**src/rtl/bp_be_late_wb_arbiter_pkg.sv**
```systemverilog
// Shared BE types for the late writeback path: entry layout and the lock state.
package bp_be_late_wb_arbiter_pkg;

   localparam int data_width_p     = 64;
   localparam int reg_addr_width_p = 5;
   localparam int fflags_width_lp  = 5;
   localparam int starve_cnt_width_lp = 4;

   typedef struct packed {
      logic [reg_addr_width_p-1:0] rd_addr;
      logic                        fp;
      logic [data_width_p-1:0]     data;
      logic [fflags_width_lp-1:0]  fflags;
   } bp_be_late_wb_entry_s;

   typedef enum logic {
      e_lock_idle,
      e_lock_held
   } bp_be_late_wb_lock_e;

endpackage

```
**src/rtl/bp_be_late_wb_arbiter_if.sv**
```systemverilog
// Request side (per-requester valid/ready + payload) and late writeback port bundle.
interface bp_be_late_wb_arbiter_if #(parameter int num_req_p = 2);
   import bp_be_late_wb_arbiter_pkg::*;

   localparam int src_width_lp = (num_req_p > 1) ? $clog2(num_req_p) : 1;

   logic [num_req_p-1:0]                  req_v_i;
   logic [num_req_p-1:0]                  req_ready_and_o;
   logic [num_req_p*reg_addr_width_p-1:0] req_rd_addr_i;
   logic [num_req_p-1:0]                  req_fp_i;
   logic [num_req_p*data_width_p-1:0]     req_data_i;
   logic [num_req_p*fflags_width_lp-1:0]  req_fflags_i;

   logic                                  wb_v_o;
   logic                                  wb_yumi_i;
   logic [reg_addr_width_p-1:0]           wb_rd_addr_o;
   logic                                  wb_fp_o;
   logic [data_width_p-1:0]               wb_data_o;
   logic [fflags_width_lp-1:0]            wb_fflags_o;
   logic [src_width_lp-1:0]               wb_src_o;
   logic                                  pending_o;

   // master: long-latency sources and writeback stage; slave: the arbiter
   modport master (
      output req_v_i, req_rd_addr_i, req_fp_i, req_data_i, req_fflags_i, wb_yumi_i,
      input  req_ready_and_o, wb_v_o, wb_rd_addr_o, wb_fp_o, wb_data_o, wb_fflags_o,
             wb_src_o, pending_o
   );

   modport slave (
      input  req_v_i, req_rd_addr_i, req_fp_i, req_data_i, req_fflags_i, wb_yumi_i,
      output req_ready_and_o, wb_v_o, wb_rd_addr_o, wb_fp_o, wb_data_o, wb_fflags_o,
             wb_src_o, pending_o
   );

endinterface

```
**src/rtl/bp_be_late_wb_slot.sv**
```systemverilog
// One-entry holding buffer: set wins over clear so a same-cycle refill stays full.
module bp_be_late_wb_slot
   import bp_be_late_wb_arbiter_pkg::*;
(
   input  logic                 clk_i,
   input  logic                 reset_i,
   input  logic                 set_i,
   input  logic                 clear_i,
   input  bp_be_late_wb_entry_s entry_i,
   output logic                 full_o,
   output bp_be_late_wb_entry_s entry_o
);

   // NOTE: state registers use non-blocking assignment so every flop samples pre-edge values.
   always_ff @(posedge clk_i) begin
      if (reset_i)      full_o <= 1'b0;
      else if (set_i)   full_o <= 1'b1;
      else if (clear_i) full_o <= 1'b0;
   end

   // NOTE: payload has no reset; it is only observed while full_o is set.
   always_ff @(posedge clk_i) begin
      if (set_i) entry_o <= entry_i;
   end

endmodule

```
**src/rtl/bp_be_late_wb_arbiter.sv**
```systemverilog
// Late writeback arbiter: per-source slots, fixed priority with anti-starvation, grant lock until yumi.
module bp_be_late_wb_arbiter
   import bp_be_late_wb_arbiter_pkg::*;
#(
   parameter int num_req_p      = 2,
   parameter int starve_limit_p = 4
) (
   input logic                    clk_i,
   input logic                    reset_i,
   bp_be_late_wb_arbiter_if.slave io
);

   localparam int src_width_lp = (num_req_p > 1) ? $clog2(num_req_p) : 1;
   localparam logic [starve_cnt_width_lp-1:0] starve_limit_lp = starve_cnt_width_lp'(starve_limit_p);
   typedef logic [src_width_lp-1:0] idx_t;

   bp_be_late_wb_entry_s slot_in  [num_req_p];
   bp_be_late_wb_entry_s slot_out [num_req_p];
   bp_be_late_wb_entry_s wb_entry;
   logic [num_req_p-1:0] full, ready, set, clear;

   bp_be_late_wb_lock_e state_q, state_n;
   idx_t lock_idx_q, lock_idx_n, last_grant_q, last_grant_n, sel_idx, grant;
   logic lock_forced_q, lock_forced_n, sel_forced, forced;
   logic [starve_cnt_width_lp-1:0] starve_q, starve_n;
   logic wb_v, yumi, higher_waiting;

   assign wb_v = |full;
   assign yumi = io.wb_yumi_i & wb_v;

   for (genvar i = 0; i < num_req_p; i++) begin : g_slot
      assign slot_in[i] = '{
         rd_addr: io.req_rd_addr_i[i*reg_addr_width_p +: reg_addr_width_p],
         fp:      io.req_fp_i[i],
         data:    io.req_data_i[i*data_width_p +: data_width_p],
         fflags:  io.req_fflags_i[i*fflags_width_lp +: fflags_width_lp]
      };
      assign clear[i] = yumi & (grant == idx_t'(i));
      // yumi->ready is combinational so a slot can drain and refill every cycle
      assign ready[i] = ~reset_i & (~full[i] | clear[i]);
      assign set[i]   = io.req_v_i[i] & ready[i];

      bp_be_late_wb_slot slot (
         .clk_i   (clk_i),
         .reset_i (reset_i),
         .set_i   (set[i]),
         .clear_i (clear[i]),
         .entry_i (slot_in[i]),
         .full_o  (full[i]),
         .entry_o (slot_out[i])
      );
   end

   // NOTE: every combinational output gets a default first so no path infers a latch.
   always_comb begin
      sel_idx    = '0;
      sel_forced = 1'b0;
      for (int j = num_req_p-1; j >= 0; j--)
         if (full[j]) sel_idx = idx_t'(j);
      if (starve_q == starve_limit_lp) begin
         for (int j = num_req_p-1; j >= 0; j--)
            if (full[j] && (j > int'(last_grant_q))) begin
               sel_idx    = idx_t'(j);
               sel_forced = 1'b1;
            end
      end
   end

   assign grant  = (state_q == e_lock_held) ? lock_idx_q    : sel_idx;
   assign forced = (state_q == e_lock_held) ? lock_forced_q : sel_forced;

   always_comb begin
      higher_waiting = 1'b0;
      for (int j = 0; j < num_req_p; j++)
         if (full[j] && (j > int'(grant))) higher_waiting = 1'b1;
   end

   always_comb begin
      state_n       = state_q;
      lock_idx_n    = lock_idx_q;
      lock_forced_n = lock_forced_q;
      last_grant_n  = last_grant_q;
      starve_n      = starve_q;
      unique case (state_q)
         e_lock_idle: if (wb_v && !yumi) begin
            state_n       = e_lock_held;
            lock_idx_n    = grant;
            lock_forced_n = forced;
         end
         e_lock_held: if (yumi) state_n = e_lock_idle;
         default: state_n = e_lock_idle;
      endcase
      if (yumi) begin
         last_grant_n = grant;
         if (forced || !higher_waiting)        starve_n = '0;
         else if (starve_q != starve_limit_lp) starve_n = starve_q + 1'b1;
      end
   end

   always_ff @(posedge clk_i) begin
      if (reset_i) begin
         state_q       <= e_lock_idle;
         lock_idx_q    <= '0;
         lock_forced_q <= 1'b0;
         last_grant_q  <= '0;
         starve_q      <= '0;
      end else begin
         state_q       <= state_n;
         lock_idx_q    <= lock_idx_n;
         lock_forced_q <= lock_forced_n;
         last_grant_q  <= last_grant_n;
         starve_q      <= starve_n;
      end
   end

   assign wb_entry           = wb_v ? slot_out[grant] : '0;
   assign io.req_ready_and_o = ready;
   assign io.wb_v_o          = wb_v;
   assign io.pending_o       = wb_v;
   assign io.wb_rd_addr_o    = wb_entry.rd_addr;
   assign io.wb_fp_o         = wb_entry.fp;
   assign io.wb_data_o       = wb_entry.data;
   assign io.wb_fflags_o     = wb_entry.fflags;
   assign io.wb_src_o        = wb_v ? grant : '0;

endmodule
```
**src/flat_wrapper.sv**
```systemverilog
// flat-port wrapper written by rule: the top's interface ports become plain ports
module bp_be_late_wb_arbiter_flat import bp_be_late_wb_arbiter_pkg::*;
#(
   parameter int num_req_p      = 2,
   parameter int starve_limit_p = 4
)
  (clk_i, reset_i, io_req_v_i, io_req_rd_addr_i, io_req_fp_i, io_req_data_i, io_req_fflags_i, io_wb_yumi_i, io_req_ready_and_o, io_wb_v_o, io_wb_rd_addr_o, io_wb_fp_o, io_wb_data_o, io_wb_fflags_o, io_wb_src_o, io_pending_o);
  bp_be_late_wb_arbiter_if #(.num_req_p(num_req_p)) io_i ();
  input logic clk_i;
  input logic reset_i;
  input wire logic [$bits(io_i.req_v_i)-1:0] io_req_v_i;
  input wire logic [$bits(io_i.req_rd_addr_i)-1:0] io_req_rd_addr_i;
  input wire logic [$bits(io_i.req_fp_i)-1:0] io_req_fp_i;
  input wire logic [$bits(io_i.req_data_i)-1:0] io_req_data_i;
  input wire logic [$bits(io_i.req_fflags_i)-1:0] io_req_fflags_i;
  input wire logic [$bits(io_i.wb_yumi_i)-1:0] io_wb_yumi_i;
  output wire logic [$bits(io_i.req_ready_and_o)-1:0] io_req_ready_and_o;
  output wire logic [$bits(io_i.wb_v_o)-1:0] io_wb_v_o;
  output wire logic [$bits(io_i.wb_rd_addr_o)-1:0] io_wb_rd_addr_o;
  output wire logic [$bits(io_i.wb_fp_o)-1:0] io_wb_fp_o;
  output wire logic [$bits(io_i.wb_data_o)-1:0] io_wb_data_o;
  output wire logic [$bits(io_i.wb_fflags_o)-1:0] io_wb_fflags_o;
  output wire logic [$bits(io_i.wb_src_o)-1:0] io_wb_src_o;
  output wire logic [$bits(io_i.pending_o)-1:0] io_pending_o;
  assign io_i.req_v_i = io_req_v_i;
  assign io_i.req_rd_addr_i = io_req_rd_addr_i;
  assign io_i.req_fp_i = io_req_fp_i;
  assign io_i.req_data_i = io_req_data_i;
  assign io_i.req_fflags_i = io_req_fflags_i;
  assign io_i.wb_yumi_i = io_wb_yumi_i;
  assign io_req_ready_and_o = io_i.req_ready_and_o;
  assign io_wb_v_o = io_i.wb_v_o;
  assign io_wb_rd_addr_o = io_i.wb_rd_addr_o;
  assign io_wb_fp_o = io_i.wb_fp_o;
  assign io_wb_data_o = io_i.wb_data_o;
  assign io_wb_fflags_o = io_i.wb_fflags_o;
  assign io_wb_src_o = io_i.wb_src_o;
  assign io_pending_o = io_i.pending_o;
  bp_be_late_wb_arbiter #(.num_req_p(num_req_p), .starve_limit_p(starve_limit_p)) u_core (.clk_i(clk_i), .reset_i(reset_i), .io(io_i));
endmodule
```
**config.mk**
```make
export PLATFORM = sky130hd
export DESIGN_NAME = bp_be_late_wb_arbiter_flat
export DESIGN_NICKNAME = d
export VERILOG_FILES = /design/src/rtl/bp_be_late_wb_arbiter_pkg.sv /design/src/rtl/bp_be_late_wb_arbiter_if.sv /design/src/rtl/bp_be_late_wb_slot.sv /design/src/rtl/bp_be_late_wb_arbiter.sv /design/src/flat_wrapper.sv
export SDC_FILE = /design/constraint.sdc
export NUM_CORES = 1
export LEC_CHECK = 0
export ABC_CLOCK_PERIOD_IN_PS = 10200
export CORE_MARGIN = 2
export CORE_UTILIZATION = 25
export DETAILED_ROUTE_END_ITERATION = 8
export GPL_ROUTABILITY_DRIVEN = 0
export HOLD_SLACK_MARGIN = 0.1
export PLACE_DENSITY_LB_ADDON = 0.3
export SYNTH_ARGS = -nofsm -noshare
export SYNTH_HDL_FRONTEND = slang
export SYNTH_SLANG_ARGS = --single-unit
```
**constraint.sdc**
```tcl
create_clock -name clk_i -period 10.2 [get_ports clk_i]
set_input_delay 1.53 -clock clk_i [delete_from_list [all_inputs] [get_ports clk_i]]
set_output_delay 1.53 -clock clk_i [all_outputs]
set_load 0.05 [all_outputs]
```
**Word-level counts from Yosys, hierarchy flattened**

Cells that the tools add are included.

- Equality and inequality tests: 2
- Multiplexer cells: 23
- Magnitude comparators: 3
- Add/subtract/negate cells: 1
- Reductions and logical operators: 12
- Bitwise gates (word level): 15

Operators by type and width:

| cell | number |
|---|---|
| two-way mux 75 bit | 4 |
| two-way mux 1 bit | 16 |
| two-way mux 4 bit | 2 |
| AND 1 bit | 7 |
| nonzero test 2 bit | 3 |
| NOT 1 bit | 5 |
| adder 4 x 1 -> 4 bit (second input constant) | 1 |
| equality test 4 x 3 -> 1 bit (second input constant) | 1 |
| inequality test 4 x 3 -> 1 bit (second input constant) | 1 |
| AND reduction 2 bit | 2 |
| logical AND 1 bit | 3 |
| >= comparator 2 bit (second input constant) | 1 |
| greater-than comparator 1 bit (first input constant) | 2 |
| logical NOT 1 bit | 2 |
| NOT 1 -> 2 bit | 1 |
| bitwise OR 1 bit | 2 |
| case mux 1 bit (2 select lines) | 1 |
| OR reduction 2 bit | 1 |
| logical OR 1 bit | 1 |

- Input port bits: 155
- Logic and storage cells: 71
- Bits in registers: 160

**Logic depth before layout (Yosys ltp)**

- Depth in word-level cells: 12
- Depth in mapped cells: 8
- Depth with buffers taken out: 6

**Hierarchy**

Synthesis repeated with hierarchy kept, for this count alone.

- Cell total of the unflattened synthesis: 471
- Area, all modules: 6162.2 µm²

Modules (own cells, without submodules):

| module | sequential area each (µm²) | cells an instance | area each (µm²) | instances |
|---|---|---|---|---|
| bp_be_late_wb_slot | 2272.2 | 79 | 2290.9 | 2 |
| bp_be_late_wb_arbiter | 160.2 | 313 | 1580.3 | 1 |

**Least setup slack after synthesis**

Ideal clock, no wire load.

- Path type: input port to flip-flop
- Start: in io_wb_yumi_i
- End: reg u_core.g_slot[1].slot.entry_o[0] (netlist name) (enable)
- Arrival time: 7.364 ns
- Buffers on the path: 1
- Stages: 3
- Slack: 2.220 ns
- Cells stage by stage: clkbuf_1 -> a21oi_1 -> nor3b_1

- Word-level cells in the longest chain between the ends: 5

RTL lines:

| item | RTL line | text |
|---|---|---|
| start, declared | flat_wrapper.sv:16 | `input wire logic [$bits(io_i.wb_yumi_i)-1:0] io_wb_yumi_i;` |
| AND 1 bit | bp_be_late_wb_arbiter.sv:29 | `assign yumi = io.wb_yumi_i & wb_v;` |
| AND 1 bit | bp_be_late_wb_arbiter.sv:38 | `assign clear[i] = yumi & (grant == idx_t'(i));` |
| bitwise OR 1 bit | bp_be_late_wb_arbiter.sv:40 | `assign ready[i] = ~reset_i & (~full[i] \| clear[i]);` |
| AND 1 bit | bp_be_late_wb_arbiter.sv:40 |  |
| AND 1 bit | bp_be_late_wb_arbiter.sv:41 | `assign set[i] = io.req_v_i[i] & ready[i];` |
| net u_core.g_slot[1].slot.set_i | bp_be_late_wb_slot.sv:7 | `input logic set_i,` |
| end signal, assigned | bp_be_late_wb_slot.sv:23 | `if (set_i) entry_o <= entry_i;` |
| end, declared | bp_be_late_wb_slot.sv:11 | `output bp_be_late_wb_entry_s entry_o` |

The timed path passes the listed nets, and every way through them passes these cells.
A chain may end at the register's enable or synchronous reset.

**Worst setup path in the final report**

- Start: reg u_core.starve_q[0]
- End: out io_wb_rd_addr_o[1]

- Word-level cells in the longest chain between the ends: 8

RTL lines:

| item | RTL line | text |
|---|---|---|
| start, declared | bp_be_late_wb_arbiter.sv:25 | `logic [starve_cnt_width_lp-1:0] starve_q, starve_n;` |
| start signal, assigned | bp_be_late_wb_arbiter.sv:112 | `starve_q <= starve_n;` |
| equality test 4 x 3 -> 1 bit | bp_be_late_wb_arbiter.sv:60 | `if (starve_q == starve_limit_lp) begin` |
| two-way mux 1 bit | bp_be_late_wb_arbiter.sv:60 |  |
| two-way mux 1 bit | bp_be_late_wb_arbiter.sv:69 | `assign grant = (state_q == e_lock_held) ? lock_idx_q : sel_idx;` |
| NOT 1 -> 2 bit (implied by the code) | bp_be_late_wb_arbiter.sv:116 | `assign wb_entry = wb_v ? slot_out[grant] : '0;` |
| two-way mux 75 bit (implied by the code) (3 in a row) | bp_be_late_wb_arbiter.sv:116 |  |
| two-way mux 75 bit | bp_be_late_wb_arbiter.sv:116 |  |
| end, declared | flat_wrapper.sv:19 | `output wire logic [$bits(io_i.wb_rd_addr_o)-1:0] io_wb_rd_addr_o;` |

No other way between the ends. The select of a mux whose other input is x is not followed.

==> run metrics <==
status=completed; Max Slew Vio Count=0; flop2flop setup slack=7.31 ns; 1st-pass router iterations=5; Worst R2R Path Depth=7; Placed Area=0.00886 mm²; Die Ht=161 µm; PortBufs=234; Clock power frac=0.370; commonest non-fill, non-tap cell in the layout=clkdlybuf4s50_1; dpl cells=1014; Post-Route Setup TNS=0 ns; Hold Fails Final Rpt=0; Vias=4396; fraction of layout cells with a size suffix above 1=0.0569; Critical Path End Type=output port; Startpoint Class=register; CTS root buf=clkbuf_16; Overflow after GRT=0; post-CTS resize count=0; first-pass GRT wire length=26000 µm; Final min period=5.61 ns; drt drc=0; deepest clock path buffer count=2; combinational share of power=0.189; # IOs=235; Worst-path clk slew=0.07 ns; vias in the first global route=4559; register area share after synthesis=0.760; Reg power frac=0.441; synthesized flop and latch total=160; final WL=17000 µm; Sink Count=160; most frequent cells in the layout=clkdlybuf4s50_1 (234), nand2_1 (157), edfxtp_1 (150), a21oi_1 (81), clkbuf_16 (17); YS warnings=0; Hold WS=0.495 ns; WL/cell=16.3 µm; fin worst setup slack=4.59 ns; Synth Flop Type=edfxtp_1; non-filler cells, final=1045; Avg Cell Area, Syn=13.0 µm²; Worst-Margin Slew=1.10 ns; Synth area leaders=edfxtp_1 (73%), nand2_1 (9.5%), a21oi_1 (6.5%), dfxtp_1 (3.2%), buf_4 (0.85%); max cap viols=0; dpl ws=4.95 ns; Fillers=2378; initial antenna violation count=0; NumNets Final=866; row count=57; Synth Instances=478; initial drt markers=177; DPL Wire Length=10800 µm; CP Max Fanout=41; postcts setup bufs=0; die area=0.0260 mm²; Final setup viols=0; Syn-to-layout area delta=52.5%; htree depth=4; Leak=3.25 nW; period utilization=0.550; utilization after layout=0.388; RR Endpoint=u_core.g_slot[0].slot.entry_o[52]; # hold bufs at CTS=0; Global Route Usage Sum=0.131; Post-Syn Nets=635; asr flop ratio synth=0; Critical Path RT=8.67 ns; reg2reg start=u_core.starve_q[0]; later-pin clock latency in the skew report=0.42 ns; CP arrival=4.08 ns; CTS Buf Count=17; initial core utilization=0.255; ANT nets after route=0; ANT cells=0; area fraction of the dominant cell type after synthesis=0.727; pin count of the biggest net entering global routing=78; post-synth top area cell=edfxtp_1; Worst VDD drop=0.0825 mV; CTS tree=done; CP endpoint=io_wb_rd_addr_o[1]; P per Cell Area=183 mW/mm²; Rel. slew slack=0.264; Power, Total=1.73 mW; Die W=161 µm; Hold Crit Class=register to register; achievable frequency=178 MHz; clock skew=0.0118 ns; beginning of the critical path=u_core.starve_q[0]; switching power=486 µW; Synth cell types=35; routed vias/inst=4.21; cell-internal power=1.24 mW; Mapped Area=0.00619 mm²; Final Cell Area=0.00944 mm²; crit path kind=register to output port; RSZ-0062 raised after global routing=no; number of enable flip-flop cells after synthesis=150; Switching Share=0.281; core area=0.0243 mm²
[registers in the layout, summed over array words and instances (netlist names), named ones only]
register / flops
u_core.lock_idx_q: 1
u_core.g_slot.slot.full_o: 2
u_core.lock_forced_q: 1
u_core.starve_q: 4
u_core.last_grant_q: 1
u_core.g_slot.slot.entry_o: 150
[routing by layer]
layer | GRT usage | up-vias | routed length [µm]
met5 | 0 | - | 0
met4 | 0.0329 | 0 | 104
met3 | 0.0473 | 5 | 1250
met2 | 0.206 | 156 | 8140
met1 | 0.171 | 2075 | 7500
li1 | - | 2160 | -
[power groups by stage]
stage                     sequential (mW)  clock (mW)  combinational [mW]
after floorplan                     0.775           0               0.187
after global placement              0.774           0               0.330
after detailed placement            0.775           0               0.331
after CTS                           0.761       0.661               0.332
after global routing                0.763       0.688               0.348
final                               0.760       0.639               0.326
[worst min path at each step]
stage,start,to,slack [ns],cells past startpoint
3_5_place_dp,u_core.lock_forced_q,u_core.lock_forced_q,0.49,2
6_report,u_core.lock_forced_q,u_core.lock_forced_q,0.49,2
5_1_grt,u_core.lock_forced_q,u_core.lock_forced_q,0.54,2
2_1_floorplan,u_core.lock_forced_q,u_core.lock_forced_q,0.46,2
3_3_place_gp,u_core.lock_forced_q,u_core.lock_forced_q,0.47,2
4_1_cts,u_core.lock_forced_q,u_core.lock_forced_q,0.50,2
[Yosys cell counts (2+ instances only)]
cell	n
nand2b_1	3
nor3_1	2
ha_1	2
o211ai_1	3
nor2b_1	2
nand2_1	157
buf_4	7
nand3_1	3
clkbuf_1	12
o21a_1	2
nor2_1	10
inv_1	6
buf_2	5
o211a_1	2
buf_6	2
nor3b_1	2
a21oi_1	81
edfxtp_1	150
o21ai_0	2
dfxtp_1	10
[area by class of cell]
type	count	area, µm²	area share
clock buffer	17	425	0.0451
clock inverter	14	158	0.0167
inverter	6	22.5	0.00239
multi-input combinational	285	1350	0.143
sequential	160	4700	0.498
tap	324	405	0.0429
timing repair buffer	239	2380	0.252
[kinds of logic after synthesis]
logic type      after synthesis  share of synthesized area
simple gates                185                      0.121
flops                       160                      0.760
compound gates               98                     0.0879
buf+inv                      33                     0.0277
fa+ha+maj                     2                    0.00404
[worst max-delay path: stages, from the launching register on]
cell	delay, ns
dfxtp_1	0.35
inv_1	0.07
ha_1	0.21
nand4bb_1	0.35
o211ai_4	0.94
buf_4	0.55
nand2_1	0.11
a21oi_1	0.21
clkdlybuf4s50_1	0.83
No activity file was read; power rests on OpenSTA's default activity.
